File: config.mk
export PLATFORM = sky130hd
export DESIGN_NAME = hwpe_stream_zero_fault_monitor
export DESIGN_NICKNAME = d
export VERILOG_FILES = /design/src/rtl/hwpe_stream_zero_fault_monitor.sv
export SDC_FILE = /design/constraint.sdc
export NUM_CORES = 1
export LEC_CHECK = 0
export ABC_AREA = 0
export ABC_CLOCK_PERIOD_IN_PS = 5910
export BUFFER_PORTS_ARGS = -buffer_cell sky130_fd_sc_hd__buf_2
export CORE_UTILIZATION = 55
export CTS_BUF_LIST = sky130_fd_sc_hd__clkbuf_8
export DETAILED_ROUTE_END_ITERATION = 10
export HOLD_SLACK_MARGIN = 0.02
export PLACE_DENSITY = 0.79
export SYNTH_ARGS = -nofsm -noshare
export SYNTH_HDL_FRONTEND = slang
export SYNTH_SLANG_ARGS = --single-unit
File: constraint.sdc
create_clock -name clk_i -period 5.91 [get_ports clk_i]
set_clock_uncertainty 0.2 [all_clocks]
set_input_delay 0.8865 -clock clk_i [delete_from_list [all_inputs] [get_ports clk_i]]
set_output_delay 0.8865 -clock clk_i [all_outputs]
set_load 0.005 [all_outputs]
File: src/rtl/hwpe_stream_zero_fault_monitor.sv
// hwpe_stream_zero_fault_monitor
// Watches the fault_detected_o lines of the zero sinks in a zero-network
// protected HWPE datapath. It keeps sticky per-channel flags, counts faulting
// cycles with saturation, records the first faulting channel and when it
// happened, and raises a registered alarm once the count reaches a
// programmable threshold.
//
// Alarm handshake: alarm_o is a level. It stays high while the monitor is
// TRIPPED. A single-cycle ack_i pulse seen in TRIPPED re-arms the monitor and
// drops alarm_o on that same clock edge. ack_i is ignored in any other state.
module hwpe_stream_zero_fault_monitor #(
   parameter int NB_CH     = 4,
   parameter int CNT_WIDTH = 8,
   parameter int TS_WIDTH  = 16,
   parameter int CH_WIDTH  = (NB_CH > 1) ? $clog2(NB_CH) : 1
) (
   input  logic                 clk_i,
   input  logic                 rst_ni,
   input  logic                 clear_i,
   input  logic                 enable_i,
   input  logic [NB_CH-1:0]     ch_mask_i,
   input  logic [CNT_WIDTH-1:0] threshold_i,
   input  logic [NB_CH-1:0]     fault_i,
   input  logic                 ack_i,
   output logic                 alarm_o,
   output logic [1:0]           state_o,
   output logic [NB_CH-1:0]     fault_sticky_o,
   output logic [CNT_WIDTH-1:0] fault_cnt_o,
   output logic                 first_valid_o,
   output logic [CH_WIDTH-1:0]  first_ch_o,
   output logic [TS_WIDTH-1:0]  first_ts_o
);

   typedef enum logic [1:0] {
      ST_DISABLED = 2'b00,
      ST_ARMED    = 2'b01,
      ST_TRIPPED  = 2'b10
   } state_t;

   state_t                r_state;
   state_t                w_state_next;

   logic                  r_alarm;
   logic [NB_CH-1:0]      r_sticky;
   logic [CNT_WIDTH-1:0]  r_cnt;
   logic [TS_WIDTH-1:0]   r_ts;
   logic                  r_first_valid;
   logic [CH_WIDTH-1:0]   r_first_ch;
   logic [TS_WIDTH-1:0]   r_first_ts;

   logic                  w_active;
   logic [NB_CH-1:0]      w_ev_vec;
   logic                  w_ev;
   logic [CNT_WIDTH-1:0]  w_cnt_inc;
   logic [TS_WIDTH-1:0]   w_ts_inc;
   logic [CNT_WIDTH-1:0]  w_thr;
   logic                  w_reach;
   logic                  w_ack_taken;
   logic [CH_WIDTH-1:0]   w_first_ch;

   // Faults only count while armed or tripped; the mask applies in the same cycle.
   assign w_active    = (r_state == ST_ARMED) || (r_state == ST_TRIPPED);
   assign w_ev_vec    = fault_i & ~ch_mask_i & {NB_CH{w_active}};
   assign w_ev        = |w_ev_vec;

   // Saturating increments: both counters stick at all-ones instead of wrapping.
   assign w_cnt_inc   = (r_cnt == '1) ? r_cnt : r_cnt + 1'b1;
   assign w_ts_inc    = (r_ts  == '1) ? r_ts  : r_ts  + 1'b1;

   // A threshold of zero behaves like one, so the first event always trips.
   assign w_thr       = (threshold_i == '0) ? CNT_WIDTH'(1) : threshold_i;
   assign w_reach     = w_ev && (w_cnt_inc >= w_thr);
   assign w_ack_taken = (r_state == ST_TRIPPED) && ack_i;

   // Lowest-index unmasked faulting channel (scan from the top so index 0 wins).
   always_comb begin
      w_first_ch = '0;
      for (int i = NB_CH - 1; i >= 0; i--) begin
         if (w_ev_vec[i]) begin
            w_first_ch = CH_WIDTH'(i);
         end
      end
   end

   // State register.
   always_ff @(posedge clk_i or negedge rst_ni) begin
      if (!rst_ni) begin
         r_state <= ST_DISABLED;
      end else begin
         r_state <= w_state_next;
      end
   end

   // Next-state logic: clear first, then disable, then the per-state rules.
   always_comb begin
      w_state_next = r_state;
      if (clear_i) begin
         w_state_next = enable_i ? ST_ARMED : ST_DISABLED;
      end else if (!enable_i) begin
         w_state_next = ST_DISABLED;
      end else begin
         case (r_state)
            ST_DISABLED: w_state_next = ST_ARMED;
            ST_ARMED:    if (w_reach) w_state_next = ST_TRIPPED;
            ST_TRIPPED:  if (ack_i)   w_state_next = ST_ARMED;
            default:     w_state_next = ST_DISABLED;
         endcase
      end
   end

   // Alarm follows entry into TRIPPED on the same edge as the state change.
   always_ff @(posedge clk_i or negedge rst_ni) begin
      if (!rst_ni) begin
         r_alarm <= 1'b0;
      end else begin
         r_alarm <= (w_state_next == ST_TRIPPED);
      end
   end

   // Datapath: timestamp, fault counter, sticky flags and first-fault capture.
   always_ff @(posedge clk_i or negedge rst_ni) begin
      if (!rst_ni) begin
         r_ts          <= '0;
         r_cnt         <= '0;
         r_sticky      <= '0;
         r_first_valid <= 1'b0;
         r_first_ch    <= '0;
         r_first_ts    <= '0;
      end else if (clear_i) begin
         r_ts          <= '0;
         r_cnt         <= '0;
         r_sticky      <= '0;
         r_first_valid <= 1'b0;
         r_first_ch    <= '0;
         r_first_ts    <= '0;
      end else if (enable_i) begin
         // Leaving DISABLED restarts time at zero; otherwise time runs on.
         if (r_state == ST_DISABLED) begin
            r_ts <= '0;
         end else begin
            r_ts <= w_ts_inc;
         end

         r_sticky <= r_sticky | w_ev_vec;

         if (w_ev && !r_first_valid) begin
            r_first_valid <= 1'b1;
            r_first_ch    <= w_first_ch;
            r_first_ts    <= r_ts;
         end

         // Acknowledge beats a coincident event: the count restarts at zero.
         if (w_ack_taken) begin
            r_cnt <= '0;
         end else if (w_ev) begin
            r_cnt <= w_cnt_inc;
         end
      end
   end

   assign alarm_o        = r_alarm;
   assign state_o        = r_state;
   assign fault_sticky_o = r_sticky;
   assign fault_cnt_o    = r_cnt;
   assign first_valid_o  = r_first_valid;
   assign first_ch_o     = r_first_ch;
   assign first_ts_o     = r_first_ts;

endmodule

---- Word-level counts from Yosys, hierarchy flattened ----
Index checks and enable logic that the tools add are counted.
storage, ports and cells
  register bits after elaboration ......... 50
  input bits .............................. 21
  output and inout port bits .............. 34
cells by class
  add/sub/neg operators ................... 2
  magnitude comparators ................... 1
  equal/unequal tests ..................... 6
  muxes and demuxes ....................... 31
  bitwise logic cells ..................... 4
  reductions and logical operators ........ 14
operator list
  cell                   number
  $mux 16                7
  $mux 8                 6
  $mux 2                 11
  $add 16x1->16 const B  1
  $eq 16x16->1 const B   1
  $add 8x1->8 const B    1
  $and 4x4->4            2
  $eq 8x8->1 const B     1
  $ge 8x8->1             1
  $logic_not 8->1        1
  $mux 4                 2
  $pmux 2 s3             1
  $reduce_and 2->1       3
  $eq 2x2->1 const B     2
  $mux 1                 4
  $not 4->4              1
  $or 4x4->4             1
  $reduce_bool 2->1      2
  $reduce_or 4->1        1
  $logic_and 1x1->1      3
  $ne 3x2->1 const B     1
  $reduce_bool 3->1      1
  $eq 2x1->1 const B     1
  $logic_not 2->1        1
  other kinds (2)        2

---- Longest topological paths before layout ----
  depth after elaboration ................. 10
  mapped depth ............................ 11

---- Least setup slack after synthesis ----
No wires, ideal clock.
  path type ............................... input -> register
  start ................................... input threshold_i[4]
  end ..................................... register r_state[0] (netlist: state_o[0])
  library setup time ...................... 0.067 ns
  arrival ................................. 2.458 ns
  data required time ...................... 5.643 ns
  path slack .............................. 3.185 ns
  stages on the path ...................... 7
  buffers on the path ..................... 0
  path through ............................ nor4_1 a41o_1 ha_1 nand2b_1 a2111o_1 a31oi_1 o311a_1
between the ends
  cells in the longest elaborated chain, start to end .. 8
ends and longest elaborated chain
  item                   line  text
  from (decl)            22    input logic [CNT_WIDTH-1:0] threshold_i,
  $logic_not 8->1        71    assign w_thr = (threshold_i == '0) ? CNT_WIDTH'(1) : threshold_i;
  $mux 8 (*)             71
  $ge 8x8->1 (*)         72    assign w_reach = w_ev && (w_cnt_inc >= w_thr);
  $logic_and 1x1->1 (*)  72
  $mux 2 (*)             104   ST_ARMED: if (w_reach) w_state_next = ST_TRIPPED;
  $pmux 2 s3 (*)         102   case (r_state)
  $mux 2 (*)             99    end else if (!enable_i) begin
  $mux 2 (*)             97    if (clear_i) begin
  net w_state_next[0]    41    state_t w_state_next;
  to (signal assigned)   90    r_state <= w_state_next;
  to (decl)              40    state_t r_state;
Mark *: on every way through the listed nets, which the timed path passes. The rest lies on a longest branch.
A chain may end at the register's enable or synchronous reset.

---- Final worst setup path ----
  start ................................... register r_cnt[3] (netlist: fault_cnt_o[3])
  end ..................................... register r_alarm (netlist: alarm_o)
between the ends
  cells in the longest elaborated chain, start to end .. 9
  elaborated cells between the ends (all ways) .. 10
ends and longest elaborated chain
  item                                              line  text
  from (decl)                                       45    logic [CNT_WIDTH-1:0] r_cnt;
  from (signal assigned)                            156   r_cnt <= w_cnt_inc;
  $add 8x1->8 / $eq 8x8->1 (equally long branches)  67    assign w_cnt_inc = (r_cnt == '1) ? r_cnt : r_cnt + 1'b1;
  $mux 8 (*)                                        67
  $ge 8x8->1 (*)                                    72
  $logic_and 1x1->1 (*)                             72
  $mux 2 (*)                                        104
  $pmux 2 s3 (*)                                    102
  $mux 2 (*)                                        99
  $mux 2 (*)                                        97
  $eq 2x2->1 (*)                                    116   r_alarm <= (w_state_next == ST_TRIPPED);
  to (signal assigned)                              116
  to (decl)                                         43    logic r_alarm;
Mark *: on every way between the ends. The rest lies on a longest branch, timed or not.

==> flow_summary.json <==
{
  "status": "complete, no violations",
  "antennaDiodeCount": 0,
  "grt_pass1_vias": 2466,
  "critical_path_required_ns": 5.88,
  "htreeDepth": 2,
  "min_period_ns": 3.02,
  "finalCritPeriodShare": 0.510,
  "vias": 2650,
  "cts_resized": 0,
  "synth_area_um2": 3030,
  "ys_types": 57,
  "drive_gt1_frac": 0.187,
  "grt_max_degree": 51,
  "syn_inst": 322,
  "drv_slew": 0,
  "worstSetupPathType": "flop to flop",
  "worstHoldEndpoint": "first_ch_o[0]",
  "synth_top_family_by_area": "simple AND/OR/NAND/NOR gates",
  "clkTransAtPathRegs_ns": 0.10,
  "initial_core_util": 0.582,
  "rsz0062_at_grt": "no",
  "max_stage_delay_ns": 0.50,
  "numCtsBuffers": 5,
  "p_switching_w": 0.000188,
  "hpwl_um": 4570,
  "r2r_start": "fault_cnt_o[3]",
  "ys_warn_count": 0,
  "wl_per_cell_um": 15.2,
  "coreArea_um2": 5200,
  "async_reset_ff_frac": 1.00,
  "worstSkewPairLatency_ns": 0.30,
  "setup_viol": 0,
  "die_height_um": 76.2,
  "p_int_w": 0.000483,
  "nNetsFinal": 398,
  "power_frac_seq": 0.536,
  "whs_path_depth": 1,
  "port_buffers": 54,
  "swShare": 0.280,
  "tightestPinTransition_ns": 1.09,
  "crit_fanout": 8,
  "synth_compound_area_frac": 0.212,
  "drc": 0,
  "hp-class": "flop to flop",
  "synthMuxAreaShare": 0.0268,
  "synth-xor-area-share": 0.00867,
  "cp_data_arrival_time_ns": 2.98,
  "grt-ovfl-total": 0,
  "start_kind": "flop",
  "synth-seq-cells": 50,
  "syn_to_final_growth_pct": 11.6,
  "hp-start": "first_ch_o[0]",
  "clock-sinks": 50,
  "die_w_um": 76.2,
  "fin_setup_tns_ns": 0,
  "avgViaCountPerCell": 6.11,
  "cts_max_path_buffers": 2,
  "drt_iter0_markers": 140,
  "dieArea_um2": 5810,
  "antenna_found_initial": 0,
  "row_count": 26,
  "cp-end-kind": "flop",
  "synth_ff_type": "dfrtp_1",
  "dr.pass1.iters": 4,
  "leakagePower_nw": 1.62,
  "vdd_drop_max_mv": 0.149,
  "syn_area_per_cell_um2": 9.41,
  "yosysSeqAreaShare": 0.413,
  "power_frac_comb": 0.141,
  "postCtsSetupBuffers": 0,
  "path_cells": "and4_1 -> nand4_1 -> xnor2_1 -> ha_1 -> nand2b_1 -> a2111o_1 -> a31oi_1 -> o22ai_1",
  "max_freq_mhz": 332,
  "hold_viol_final": 0,
  "place_congestion": 0.855,
  "drv_cap": 0,
  "root_buffer": "clkbuf_8",
  "synth-simple-area-share": 0.226,
  "track_usage": 0.241,
  "finish.utilization": 0.649,
  "power.density_nw_per_um2": 198,
  "worstRegToRegCells": 8,
  "syn_nets": 357,
  "nFillCells": 457,
  "r2r_end": "alarm_o",
  "grt_pass1_wl_um": 11500,
  "synth_fa_ha_area_frac": 0.0578,
  "tritoncts": "built",
  "slew_headroom": 0.271,
  "rrSetupSlack_ns": 2.89,
  "clkPwrFrac": 0.323,
  "synth_edf_count": 0,
  "slowest_stage": "dfrtp_1",
  "route.final.wire_length_um": 6590,
  "cts_hold_buf": 0,
  "pin_count": 55,
  "drtAntennaViolNets": 0
}
## metrics by stage
step / setup slack, ns / total power [W] / cell area (um^2) / hold WS (ns) / instances
3_3_place_gp: 2.66 / 0.000457 / 3280 / 0.270 / 426
5_1_grt: 2.74 / 0.000699 / 3380 / 0.323 / 434
4_1_cts: 2.91 / 0.000673 / 3380 / 0.300 / 434
6_report: 2.89 / 0.000670 / 3380 / 0.297 / 434
2_1_floorplan: 3.18 / 0.000428 / 3030 / 0.279 / 322
3_5_place_dp: 2.61 / 0.000461 / 3280 / 0.272 / 426
## layout by cell type, fill, tap and decap left out, drive strengths merged, types with 10 or more instances in the layout
master   n
inv     17
a21oi   21
dfrtp   50
nand2b  10
nor2b   10
nand2   26
a22o    16
nor2    16
buf     54
ha      14
o21ai   17
a31oi   10
nand3   10
## registers in the layout (all words and copies together) (netlist names)
signal / flops
first_ts_o: 16
r_ts: 16
fault_cnt_o: 8
fault_sticky_o: 4
first_ch_o: 2
state_o: 2
alarm_o: 1
first_valid_o: 1
## worst max-delay path: cells and delay by family (launching register included)
kind | cells | cell delay, ns
and+or+nand+nor | 3 | 0.78
adders and majority gates | 1 | 0.29
DFF | 1 | 0.50
AOI/OAI and AO/OA | 3 | 0.90
xor gates and xnor gates | 1 | 0.20
## power by group through the flow
stage	Sequential [W]	Clock, W	Combinational (W)
2_1_floorplan	0.000364	0	0.0000638
3_3_place_gp	0.000366	0	0.0000912
3_5_place_dp	0.000365	0	0.0000953
4_1_cts	0.000359	0.000219	0.0000956
5_1_grt	0.000361	0.000229	0.000110
6_report	0.000359	0.000217	0.0000946
## Yosys cell counts, types with 3 or more instances
library cell  instances  area (um^2)
o221ai_1              3         26.3
a221o_1               3         30.0
and2_1                3         18.8
nand4_1               6         37.5
nand3_1               9         45.0
nand3b_1              5         37.5
buf_6                 3         33.8
a21oi_1              20          100
o21ai_0              13         65.1
dfrtp_1              50         1250
inv_1                16         60.1
and3_1                6         37.5
mux2i_1               7         70.1
a32o_1                3         30.0
a31oi_1              10         62.6
a22o_1               16          140
clkbuf_1             12         45.0
ha_1                 14          175
or3_1                 4         25.0
nand2b_1             10         62.6
buf_2                 4         20.0
o21ai_1               4         20.0
nor2_1               16         60.1
nand2_1              26         97.6
nor2b_1               9         56.3
and4_1                4         35.0
nor3_1                7         35.0
## cell families after synthesis
group / count (synthesis)
AND/OR/NAND/NOR: 121
AO/OA/AOI/OAI: 90
flip-flops: 50
buffers and inverters: 36
adder cells (fa/ha/maj): 14
multiplexers: 8
XOR/XNOR: 3
## worst max path at each step
stage	startpoint	to	slack, ns	cells past startpoint
floorplan	threshold_i[4]	state_o[0]	3.18	7
global route	state_o[1]	first_ch_o[1]	2.74	6
CTS	enable_i	first_ch_o[1]	2.91	5
global placement	enable_i	first_ch_o[1]	2.66	5
detailed placement	enable_i	first_ch_o[1]	2.61	5
finish	fault_cnt_o[3]	alarm_o	2.89	8
## per-layer routing
layer,track usage,part of all wire
met5,0,0
met3,0.0371,0.050
met1,0.338,0.47
met4,0.0769,0.0085
met2,0.384,0.47
## area by class of cell
class                   count  area (um^2)  share of cell area
inverters                  16         60.1              0.0178
repair buffers             54          270              0.0800
well taps                  70         87.6              0.0259
flip-flops and latches     50         1250               0.370
multi-input cells         236         1610               0.477
clock inverters             2         16.3             0.00481
clock buffers               6         82.6              0.0244
No activity file was read; power rests on OpenSTA's default activity.
